## src/rtl/skolem_ic_sweep_ctrl.sv

```systemverilog
// Sweep controller and checker for the bvugt-over-bvshl invertibility condition:
// walks every {t,s} vector, compares the FUT bit to t <u (ONES << s). Optional: SKOLEM_STOP_ON_FAIL_EN.
module skolem_ic_sweep_ctrl #(
  parameter int W   = 4,
  parameter int LAT = 0
) (
  input  logic           clk,
  input  logic           rst,
  input  logic           start,
  output logic [2*W-1:0] fut_in,
  input  logic           fut_out,
  output logic           busy,
  output logic           done,
  output logic [2*W:0]   fail_cnt,
  output logic [2*W-1:0] first_fail,
  output logic           fail_seen
);

  localparam int CW = (LAT > 0) ? $clog2(LAT + 1) : 1;

  typedef enum logic [1:0] {IDLE, DRIVE, SAMPLE, DONE} state_t;

  state_t        state, state_nxt;
  logic [CW-1:0] wait_cnt;
  logic [W-1:0]  s_op, t_op, mask;
  logic          golden, mismatch, last_vec, wait_end;

  // Golden is derived from the registered vector only, so FUT timing cannot leak into it.
  assign s_op     = fut_in[W-1:0];
  assign t_op     = fut_in[2*W-1:W];
  assign mask     = {W{1'b1}} << s_op;
  assign golden   = (t_op < mask);
  assign mismatch = (golden != fut_out);
  assign last_vec = &fut_in;
  assign wait_end = (wait_cnt == CW'(LAT));

  // NOTE: state and datapath registers use non-blocking assignments and an async reset
  // so every flop updates from pre-edge values and reset needs no clock.
  always_ff @(posedge clk or posedge rst) begin
    if (rst) state <= IDLE;
    else     state <= state_nxt;
  end

  // NOTE: default assignment first so no path through the case leaves state_nxt unassigned (no latch).
  always_comb begin
    state_nxt = state;
    case (state)
      IDLE:   if (start) state_nxt = DRIVE;
      DRIVE:  if (wait_end) state_nxt = SAMPLE;
`ifdef SKOLEM_STOP_ON_FAIL_EN
      SAMPLE: state_nxt = (last_vec || mismatch) ? DONE : DRIVE;
`else
      SAMPLE: state_nxt = last_vec ? DONE : DRIVE;
`endif
      DONE:   state_nxt = IDLE;
      default: state_nxt = IDLE;
    endcase
  end

  always_comb begin
    busy = 1'b0;
    done = 1'b0;
    case (state)
      DRIVE, SAMPLE: busy = 1'b1;
      DONE:          done = 1'b1;
      default: ;
    endcase
  end

  always_ff @(posedge clk or posedge rst) begin
    if (rst) begin
      fut_in     <= '0;
      fail_cnt   <= '0;
      first_fail <= '0;
      fail_seen  <= 1'b0;
      wait_cnt   <= '0;
    end else begin
      case (state)
        IDLE: begin
          wait_cnt <= '0;
          if (start) begin
            fut_in     <= '0;
            fail_cnt   <= '0;
            first_fail <= '0;
            fail_seen  <= 1'b0;
          end
        end
        DRIVE: wait_cnt <= wait_end ? '0 : wait_cnt + 1'b1;
        SAMPLE: begin
          if (mismatch) begin
            fail_cnt <= fail_cnt + 1'b1;
            if (!fail_seen) begin
              first_fail <= fut_in;
              fail_seen  <= 1'b1;
            end
          end
          // The counter advances only when another vector follows; it never wraps mid-sweep.
          if (state_nxt == DRIVE) fut_in <= fut_in + 1'b1;
        end
        default: ;
      endcase
    end
  end

endmodule

```

## config.mk

```make
export PLATFORM = sky130hd
export DESIGN_NAME = skolem_ic_sweep_ctrl
export DESIGN_NICKNAME = d
export VERILOG_FILES = /design/src/rtl/skolem_ic_sweep_ctrl.sv
export SDC_FILE = /design/constraint.sdc
export NUM_CORES = 1
export LEC_CHECK = 0
export BUFFER_PORTS_ARGS = -buffer_cell sky130_fd_sc_hd__clkbuf_2
export CAP_MARGIN = 10
export CELL_PAD_IN_SITES_DETAIL_PLACEMENT = 0
export CELL_PAD_IN_SITES_GLOBAL_PLACEMENT = 1
export CORE_UTILIZATION = 39
export CTS_CLUSTER_DIAMETER = 100
export DETAILED_ROUTE_END_ITERATION = 10
export GPL_TIMING_DRIVEN = 0
export PLACE_DENSITY = 0.75
export SYNTH_ARGS = -nofsm -noshare
export SYNTH_HDL_FRONTEND = slang
export SYNTH_SLANG_ARGS = --single-unit
```

## constraint.sdc

```tcl
create_clock -name clk -period 6.85 [get_ports clk]
set_input_delay 1.0275 -clock clk [delete_from_list [all_inputs] [get_ports clk]]
set_output_delay 1.0275 -clock clk [all_outputs]
set_load 0.05 [all_outputs]
```

==> results.json <==
{
  "remaining_drc_errors": 0,
  "startpoint_type": "register",
  "synth_edf_count": 0,
  "criticalPathCategory": "register to register",
  "antenna_violating_nets_post_route": 0,
  "ys_seq_elements": 28,
  "postSynth.asyncResetShare_pct": 100,
  "min_from": "first_fail[4]$_DFFE_PP0P_",
  "postCtsSetupRepairBufs": 0,
  "report.final.slew_viol_count": 0,
  "path_clk_slew_ns": 0.10,
  "clk-insertion-delay-late_ns": 0.28,
  "ctsLongestPathBuffers": 2,
  "tritoncts": "yes",
  "yosys_warnings": 0,
  "wirelength_mm": 3.56,
  "final_layout_size_suffix_gt1_share_pct": 18.9,
  "max_clock_freq_mhz": 330,
  "p_total_mw": 0.659,
  "filler_cell_count": 346,
  "worst-endpoint-required_ns": 7.05,
  "initial_antenna_violation_count": 0,
  "area_growth_pct": 17.9,
  "grt_first_pass_wirelength_mm": 6.01,
  "pwr-share-seq_pct": 34.8,
  "post_cts_resized": 0,
  "gp_congestion": 0.777,
  "worstPathBufferInverterCount": 2,
  "critical_path_arrival_ns": 3.23,
  "clock_tree.htree_level_count": 1,
  "cts_made_buffers": 3,
  "routed_wire_length_per_instance_um": 13.7,
  "die_width_um": 65.9,
  "netlist_area_um2": 1590,
  "finalCriticalPeriod_ns": 3.03,
  "grt_max_degree": 29,
  "cpLargestDelayFamily": "simple AND/OR/NAND/NOR gates",
  "critPathMaxFanout": 10,
  "worst-slew-pin-transition_ns": 0.741,
  "n_diodes": 0,
  "end_kind": "register",
  "cts-root-buf": "sky130_fd_sc_hd__clkbuf_8",
  "leakage_nw": 0.912,
  "post_synthesis_net_count": 189,
  "total_vias_in_the_final_route": 1373,
  "syn-mean-instance-area_um2": 9.04,
  "fp.dieArea_um2": 4340,
  "cpMaxStageDelayCell": "sky130_fd_sc_hd__dfrtp_1",
  "slew_headroom_pct": 50.2,
  "rows": 22,
  "vdd.ir_drop.worst_mv": 0.225,
  "first_pass_iters": 4,
  "cts_sinks": 28,
  "outcome": "complete, no violations",
  "top_level_ports": 32,
  "power_frac_clock_pct": 16.0,
  "cp-startpoint": "fut_in[2]$_DFFE_PP0P_",
  "overflow": 0,
  "final_net_count": 226,
  "layout_worst_path_cycle_share_pct": 44.3,
  "total_switching_power_mw": 0.326,
  "cp_slowest_stage_delay_ns": 0.50,
  "ys_seq_area_share_pct": 44.1,
  "final_hold_vios": 0,
  "max_cap_violations": 0,
  "grtUsageTotal_pct": 17.9,
  "dp_hpwl_mm": 2.66,
  "power_report.internal_total_mw": 0.333,
  "hold_class": "register to register",
  "drt-vias-per-instance": 5.28,
  "drt_iter0_markers": 49,
  "rr_startpoint": "fut_in[2]$_DFFE_PP0P_",
  "report.final.setup_viol": 0,
  "power.share.switching_pct": 49.5,
  "rsz_0062_raised_after_global_routing": "false",
  "synth.distinct_cells": 35,
  "floorplan.die.height_um": 65.9,
  "timing.setup.tns_ns": 0,
  "p_per_area_nw_per_um2": 351,
  "initial_core_util_pct": 42.2,
  "cp_cell_sequence": "or2_2, nand2b_1, ha_1, or4_1, o22ai_2, mux2i_1, buf_6, clkbuf_1, nand2_1, o211ai_1",
  "synth_cells": 176,
  "synthFlopType": "sky130_fd_sc_hd__dfrtp_1",
  "cts.hold.buffers_added": 0,
  "placement.io_buffers": 31,
  "pwr-share-comb_pct": 49.2,
  "timing.clock.skew_ns": 0.00502,
  "core_region_area_um2": 3770,
  "grt_pass1_vias": 1318
}
==> cell usage in the layout (no fill, tap or decap), types with 3 or more instances in the layout <==
cell type / n
sky130_fd_sc_hd__inv_1: 4
sky130_fd_sc_hd__mux2i_1: 3
sky130_fd_sc_hd__a32o_1: 5
sky130_fd_sc_hd__o21ai_0: 9
sky130_fd_sc_hd__nand2_1: 35
sky130_fd_sc_hd__dfrtp_1: 28
sky130_fd_sc_hd__nand3_1: 14
sky130_fd_sc_hd__clkbuf_1: 3
sky130_fd_sc_hd__ha_1: 9
sky130_fd_sc_hd__xnor2_1: 7
sky130_fd_sc_hd__a21oi_1: 6
sky130_fd_sc_hd__clkbuf_2: 31
sky130_fd_sc_hd__nor2_1: 16
sky130_fd_sc_hd__nor2b_1: 3
sky130_fd_sc_hd__xor2_1: 3
sky130_fd_sc_hd__clkbuf_8: 4
sky130_fd_sc_hd__o311ai_1: 4
==> power groups by stage <==
stage	registers, mW	clock network (mW)	logic, mW
floorplan	0.294	0	0.189
global placement	0.231	0	0.317
detailed placement	0.233	0	0.323
CTS	0.229	0.108	0.325
global route	0.233	0.114	0.356
finish	0.229	0.105	0.324
==> sequential cells by signal (all words and copies together), names as in the netlist <==
| signal | flops |
|---|---|
| fut_in | 8 |
| state | 2 |
| fail_cnt | 9 |
| first_fail | 8 |
| fail_seen | 1 |
==> routing by layer <==
layer  vias up  global-route usage, %  part of all wire (%)  routed length (um)
met5         -                      0                     0                   0
met2        26                   28.8                    45                1610
met3         4                   2.76                   4.1                 146
li1        698                      -                     -                   -
met4         0                   6.79                   1.0                  36
met1       645                   24.0                    50                1770
==> logic make-up after synthesis <==
| family | share of synthesized area (%) |
|---|---|
| simple gates | 22.4 |
| compound gates | 16.4 |
| flops | 44.1 |
| fa+ha+maj | 7.08 |
| mux | 1.89 |
| buf+inv | 2.60 |
| xor+xnor | 5.51 |
==> cell type report <==
cell class	count	area (um2)	share of cell area [%]
inverters	4	15.0	0.801
multi-input cells	139	848	45.2
well taps	48	60.1	3.20
clock buffers	4	55.1	2.94
repair buffers	32	170	9.07
plain buffers	5	26.3	1.40
flip-flops and latches	28	701	37.4
==> path summary, 6_finish.rpt <==
check                                             to  slack (ns)  cells after the start
max                          fail_cnt[4]$_DFFE_PP0P_        3.82                     10
min                        first_fail[4]$_DFFE_PP0P_        0.50                      1
max reg2reg                  fail_cnt[4]$_DFFE_PP0P_        3.82                     10
min reg2reg                first_fail[4]$_DFFE_PP0P_        0.50                      1
max in group asynchronous    fail_cnt[6]$_DFFE_PP0P_        5.57                      3
min in group asynchronous    fail_cnt[8]$_DFFE_PP0P_        0.78                      2
==> cells in the mapped netlist, drive strengths merged, types with 3 or more instances <==
cell type	number	area, um2
nand3	14	70.1
mux2i	3	30.0
nand2	35	131
o21ai	9	45.0
a32o	5	50.1
o22ai	3	25.0
dfrtp	28	701
xnor2	7	61.3
xor2	3	26.3
clkbuf	3	11.3
nor2b	3	18.8
o311ai	4	35.0
a21oi	6	30.0
ha	9	113
inv	4	15.0
nor2	16	60.1
==> through the flow <==
step	util, %	cells	hold WS [ns]	instance area, um2	worst slack (ns)
after floorplan	-	176	0.529	1590	3.93
after global placement	47.9	255	0.477	1810	3.88
after detailed placement	47.9	255	0.481	1810	3.83
after CTS	49.3	259	0.505	1860	3.81
after global routing	49.7	260	0.551	1880	3.58
final	49.7	260	0.499	1880	3.82
Note: power is estimated with default switching activity, not from simulation.
